$ cat config.mk
export PLATFORM = sky130hd
export DESIGN_NAME = cnt3_seq_ctrl_flat
export DESIGN_NICKNAME = d
export VERILOG_FILES = /design/src/rtl/cnt3_seq_ctrl_pkg.sv /design/src/rtl/cnt3_seq_ctrl_if.sv /design/src/rtl/cnt3_seq_ctrl_updn.sv /design/src/rtl/cnt3_seq_ctrl.sv /design/src/flat_wrapper.sv
export SDC_FILE = /design/constraint.sdc
export NUM_CORES = 1
export LEC_CHECK = 0
export ABC_AREA = 1
export BUFFER_PORTS_ARGS = -buffer_cell sky130_fd_sc_hd__clkbuf_2
export CAP_MARGIN = 5
export CORE_MARGIN = 1.5
export CORE_UTILIZATION = 40
export DETAILED_ROUTE_END_ITERATION = 10
export PLACE_DENSITY_LB_ADDON = 0.3
export SLEW_MARGIN = 20
export SYNTH_ARGS = -nofsm -noshare
export SYNTH_HDL_FRONTEND = slang
export SYNTH_SLANG_ARGS = --single-unit
export TNS_END_PERCENT = 1
$ cat constraint.sdc
create_clock -name clk -period 2.11 [get_ports clk]
set_clock_uncertainty 0.05 [all_clocks]
set_input_delay 0.211 -clock clk [delete_from_list [all_inputs] [get_ports clk]]
set_output_delay 0.211 -clock clk [all_outputs]
set_load 0.01 [all_outputs]
$ cat src/rtl/cnt3_seq_ctrl_pkg.sv
// Shared types and constants for the 3-bit counter sequencer.
package cnt3_pkg;

   typedef enum logic [1:0] {
      IDLE = 2'd0,
      RUN  = 2'd1,
      DONE = 2'd2
   } state_t;

   localparam logic DIR_UP = 1'b0;
   localparam logic DIR_DN = 1'b1;

   localparam int unsigned W_DEF = 3;

endpackage

$ cat src/rtl/cnt3_seq_ctrl_if.sv
// Control/status bundle between the sequencer and its controlling logic.
interface cnt3_seq_ctrl_if #(
   parameter int unsigned W = 3
);

   logic         start;
   logic         stop;
   logic         hold;
   logic         dir;
   logic [W-1:0] start_val;
   logic [W-1:0] end_val;
   logic [W-1:0] count;
   logic         cnt_en;
   logic         cnt_dir;
   logic         busy;
   logic         done;

   modport master (
      output start, stop, hold, dir, start_val, end_val,
      input  count, cnt_en, cnt_dir, busy, done
   );

   modport slave (
      input  start, stop, hold, dir, start_val, end_val,
      output count, cnt_en, cnt_dir, busy, done
   );

endinterface

$ cat src/rtl/cnt3_seq_ctrl_updn.sv
// W-bit up/down counter with synchronous load and step enable; wraps modulo 2**W.
module cnt3_updn
   import cnt3_pkg::*;
#(
   parameter int unsigned W = W_DEF
) (
   input  logic         clk,
   input  logic         rst,
   input  logic         load_i,
   input  logic [W-1:0] load_val_i,
   input  logic         en_i,
   input  logic         dir_i,
   output logic [W-1:0] count_o
);

   logic [W-1:0] count_q;
   logic [W-1:0] count_d;

   // Load takes precedence over stepping.
   always_comb begin
      count_d = count_q;
      if (load_i) begin
         count_d = load_val_i;
      end else if (en_i) begin
         count_d = (dir_i == DIR_DN) ? count_q - W'(1) : count_q + W'(1);
      end
   end

   always_ff @(posedge clk or posedge rst) begin
      if (rst) begin
         count_q <= '0;
      end else begin
         count_q <= count_d;
      end
   end

   assign count_o = count_q;

endmodule

$ cat src/rtl/cnt3_seq_ctrl.sv
// Run sequencer: loads the counter, steps it toward a latched end value and
// pulses done on arrival; supports hold (pause) and stop (abort).
module cnt3_seq_ctrl
   import cnt3_pkg::*;
#(
   parameter int unsigned W = W_DEF
) (
   input  logic          clk,
   input  logic          res,
   cnt3_seq_ctrl_if.slave bus
);

   state_t       state_q, state_d;
   logic [W-1:0] end_q, end_d;
   logic         busy_q, busy_d;
   logic         done_q, done_d;
   logic         cnt_en_q, cnt_en_d;
   logic         cnt_dir_q, cnt_dir_d;
   logic         load;
   logic         step;
   logic [W-1:0] count;
   logic [W-1:0] count_nxt;

   cnt3_updn #(.W(W)) u_cnt (
      .clk        (clk),
      .rst        (res),
      .load_i     (load),
      .load_val_i (bus.start_val),
      .en_i       (step),
      .dir_i      (cnt_dir_q),
      .count_o    (count)
   );

   assign count_nxt = (cnt_dir_q == DIR_DN) ? count - W'(1) : count + W'(1);

   always_comb begin
      state_d   = state_q;
      end_d     = end_q;
      busy_d    = busy_q;
      done_d    = 1'b0;
      cnt_en_d  = 1'b0;
      cnt_dir_d = cnt_dir_q;
      load      = 1'b0;
      step      = 1'b0;
      unique case (state_q)
         IDLE: begin
            busy_d = 1'b0;
            if (bus.start) begin
               load      = 1'b1;
               cnt_dir_d = bus.dir;
               end_d     = bus.end_val;
               if (bus.start_val == bus.end_val) begin
                  state_d = DONE;
                  done_d  = 1'b1;
               end else begin
                  state_d = RUN;
                  busy_d  = 1'b1;
               end
            end
         end
         RUN: begin
            busy_d = 1'b1;
            // Stop outranks hold, which outranks stepping (and end detection).
            if (bus.stop) begin
               state_d = IDLE;
               busy_d  = 1'b0;
            end else if (!bus.hold) begin
               step     = 1'b1;
               cnt_en_d = 1'b1;
               if (count_nxt == end_q) begin
                  state_d = DONE;
                  busy_d  = 1'b0;
                  done_d  = 1'b1;
               end
            end
         end
         DONE: begin
            state_d = IDLE;
            busy_d  = 1'b0;
         end
         default: begin
            state_d = IDLE;
            busy_d  = 1'b0;
         end
      endcase
   end

   always_ff @(posedge clk or posedge res) begin
      if (res) begin
         state_q   <= IDLE;
         end_q     <= '0;
         busy_q    <= 1'b0;
         done_q    <= 1'b0;
         cnt_en_q  <= 1'b0;
         cnt_dir_q <= DIR_UP;
      end else begin
         state_q   <= state_d;
         end_q     <= end_d;
         busy_q    <= busy_d;
         done_q    <= done_d;
         cnt_en_q  <= cnt_en_d;
         cnt_dir_q <= cnt_dir_d;
      end
   end

   assign bus.count   = count;
   assign bus.cnt_en  = cnt_en_q;
   assign bus.cnt_dir = cnt_dir_q;
   assign bus.busy    = busy_q;
   assign bus.done    = done_q;

endmodule
$ cat src/flat_wrapper.sv
// flat-port wrapper written by rule: the top's interface ports become plain ports
module cnt3_seq_ctrl_flat import cnt3_pkg::*;
#(
   parameter int unsigned W = W_DEF
)
  (clk, res, bus_start, bus_stop, bus_hold, bus_dir, bus_start_val, bus_end_val, bus_count, bus_cnt_en, bus_cnt_dir, bus_busy, bus_done);
  cnt3_seq_ctrl_if #(.W(W)) bus_i ();
  input  logic clk;
  input  logic res;
  input wire logic [$bits(bus_i.start)-1:0] bus_start;
  input wire logic [$bits(bus_i.stop)-1:0] bus_stop;
  input wire logic [$bits(bus_i.hold)-1:0] bus_hold;
  input wire logic [$bits(bus_i.dir)-1:0] bus_dir;
  input wire logic [$bits(bus_i.start_val)-1:0] bus_start_val;
  input wire logic [$bits(bus_i.end_val)-1:0] bus_end_val;
  output wire logic [$bits(bus_i.count)-1:0] bus_count;
  output wire logic [$bits(bus_i.cnt_en)-1:0] bus_cnt_en;
  output wire logic [$bits(bus_i.cnt_dir)-1:0] bus_cnt_dir;
  output wire logic [$bits(bus_i.busy)-1:0] bus_busy;
  output wire logic [$bits(bus_i.done)-1:0] bus_done;
  assign bus_i.start = bus_start;
  assign bus_i.stop = bus_stop;
  assign bus_i.hold = bus_hold;
  assign bus_i.dir = bus_dir;
  assign bus_i.start_val = bus_start_val;
  assign bus_i.end_val = bus_end_val;
  assign bus_count = bus_i.count;
  assign bus_cnt_en = bus_i.cnt_en;
  assign bus_cnt_dir = bus_i.cnt_dir;
  assign bus_busy = bus_i.busy;
  assign bus_done = bus_i.done;
  cnt3_seq_ctrl #(.W(W)) u_core (.clk(clk), .res(res), .bus(bus_i));
endmodule
==> flow_metrics.py <==
metrics = {
    "detailed_routing": {
        "wl_um": 1220,
        "first_pass_iters": 4,
        "vias_per_cell": 4.72,
        "vias": 533,
        "drc": 0,
        "dr.first_iter.drc_count": 9,
        "routedWlPerCell_um": 10.8,
        "ant_nets": 0,
    },
    "floorplan": {
        "fp.coreArea_um2": 1490,
        "io_pins": 19,
        "start_util": 0.426,
        "die-area_um2": 1830,
        "die_w_um": 42.8,
        "die_h_um": 42.8,
        "num_rows": 14,
    },
    "logic_synthesis": {
        "syn_area_um2": 634,
        "synth_top_area_cell": "dfrtp_1",
        "ys_warn_count": 0,
        "synth_nets": 88,
        "ys_seq_area_frac": 0.473,
        "async_flop_share": 1.00,
        "synthTopCellsByCount": "25 x nand2_1, 12 x dfrtp_1, 10 x inv_1",
        "synth_most_common_cell": "nand2_1",
        "synthCells": 75,
        "ys_types": 19,
        "synth.top_cell.area_share": 0.473,
        "avgSynthCellArea_um2": 8.46,
        "synth_top_flop_cell": "dfrtp_1",
        "synth_edf_count": 0,
        "synthTopCellsByArea": "dfrtp_1 47%, nand2_1 15%, inv_1 5.9%",
        "synth_seq_cells": 12,
    },
    "global_route": {
        "grt_max_degree": 13,
        "antenna_found_initial": 0,
        "global_route.usage.total": 0.167,
        "grt_pass1_vias": 517,
        "grt_pass1_wl_um": 2190,
        "grt_overflow_total": 0,
    },
    "timing": {
        "setup_tns_ps": 0,
        "fmax_mhz": 596,
        "period_share": 0.795,
        "setup_viol": 0,
        "finalCriticalPeriod_ps": 1680,
        "max-slew-margin-rel": 0.689,
        "tightest_slew_ps": 466,
        "finalMaxSlewViolations": 0,
        "final-hold-violation-count": 0,
        "rsz0062_at_grt": "false",
    },
    "worst_setup_path": {
        "path_max_fanout": 5,
        "crit_type": "register to register",
        "cp-end-kind": "register",
        "critPathRequiredTime_ps": 2230,
        "worstPathArrival_ps": 1800,
        "start_kind": "register",
    },
    "cts": {
        "cts_buffers": 3,
        "insertion_delay_ps": 270,
        "cts.clk_slew.worst_paths_ps": 80,
        "cts_tree": "yes",
        "clock_path_buffers": 2,
        "h-tree-depth": 1,
        "cts-resized-gates": 0,
        "postCtsSetupRepairBufs": 0,
        "clkSinkCount": 12,
        "cts-root-buf": "clkbuf_4",
    },
    "place": {
        "gp_congestion": 0.723,
        "place_area_um2": 737,
        "numPortBuffers": 18,
        "hpwlAfterDp_um": 976,
    },
    "cells_and_area": {
        "drive_above_1_share": 0.309,
        "nets": 111,
        "final_cell_area_um2": 783,
        "area_growth_pct": 23.5,
        "insertedDiodeCount": 0,
    },
    "power": {
        "power.density_nw_per_um2": 1430,
        "vdd.ir_drop.worst_uv": 549,
        "cellLeakagePower_uw": 0.000430,
    },
    "worst_hold_path": {
        "hold_path.class": "input port to register",
    },
    "flow_run": {
        "max_cap_violations": 0,
    },
    "outcome": {
        "status": "finished, final reports clean",
    },
}
-- power breakdown --
| part | leakage (µW) | switching, µW | internal (µW) |
|---|---|---|---|
| combinational | 0.000258 | 318 | 214 |
| clock | 0.0000210 | 81.1 | 105 |
| sequential | 0.000151 | 76.1 | 324 |
| total | 0.000430 | 475 | 643 |
-- worst paths after layout --
path                       slack [ps]  depth (start not counted)                 to                    start
max reg2reg                       430                          6  u_core.state_q[0]  u_core.u_cnt.count_o[0]
max in group asynchronous        1270                          3    u_core.end_q[2]                      res
min reg2reg                       460                          2    u_core.end_q[1]          u_core.end_q[1]
min in group asynchronous         420                          3    u_core.end_q[1]                      res
min                                80                          2  u_core.bus.cnt_en                 bus_hold
max                               430                          6  u_core.state_q[0]  u_core.u_cnt.count_o[0]
-- through the flow --
step	hold WS [ps]	power [µW]	util	cells	setup slack, ps
5_1_grt	77.5	1240	0.526	113	281
2_1_floorplan	25.7	803	-	75	492
3_5_place_dp	179	938	0.495	108	426
4_1_cts	80.2	1130	0.526	113	412
3_3_place_gp	174	924	0.495	108	471
6_report	83.3	1120	0.526	113	433
-- layout by cell type (no fill, tap or decap), types with 2 or more instances in the layout --
master / n
clkbuf_2: 18
clkbuf_4: 3
dfrtp_1: 12
inv_1: 10
nand2_1: 25
nand2_2: 2
nand3_1: 4
nor2_1: 3
o211ai_1: 2
o21ai_0: 2
o21ai_2: 2
xnor2_1: 4
-- per-layer routing --
metal / part of all wire / track usage
met4: 0.036 / 0.131
met2: 0.45 / 0.236
met5: 0 / 0
met3: 0.043 / 0.0255
met1: 0.47 / 0.223
-- cell type report --
class,instances,area (µm²)
tap,16,20.0
sequential,12,300
multi-input combinational,51,285
timing repair buffer,19,100
fill,155,706
clock buffer,4,36.3
inverter,11,41.3
-- cell families (layout without fill, tap and decap cells) --
family	after synthesis	in the layout	synth area share
fa+ha+maj	1	1	0.0316
flops	12	12	0.473
buf+inv	12	34	0.0769
compound gates	6	6	0.0671
simple gates	39	39	0.282
xor+xnor	5	5	0.0690
-- timing repair --
action / in CTS / in global routing
setup endpoints to repair: 0 / 0
hold endpoints to repair: 12 / 0
hold buffers: 1 / 0
-- flip-flops by register name (all words and copies together), names as in the netlist --
| register | cells |
|---|---|
| u_core.bus.cnt_dir | 1 |
| u_core.bus.busy | 1 |
| u_core.state_q | 2 |
| u_core.bus.done | 1 |
| u_core.end_q | 3 |
| u_core.bus.cnt_en | 1 |
| u_core.u_cnt.count_o | 3 |
-- worst max-delay path, stage by stage (launching register included) --
cell and delay [ps]:
dfrtp_1 450, fa_1 510, xor2_1 160, nor2_1 160, nand4_1 110, nand2_1 90
nand2_1 50
Power figures use the tool's default switching activity.
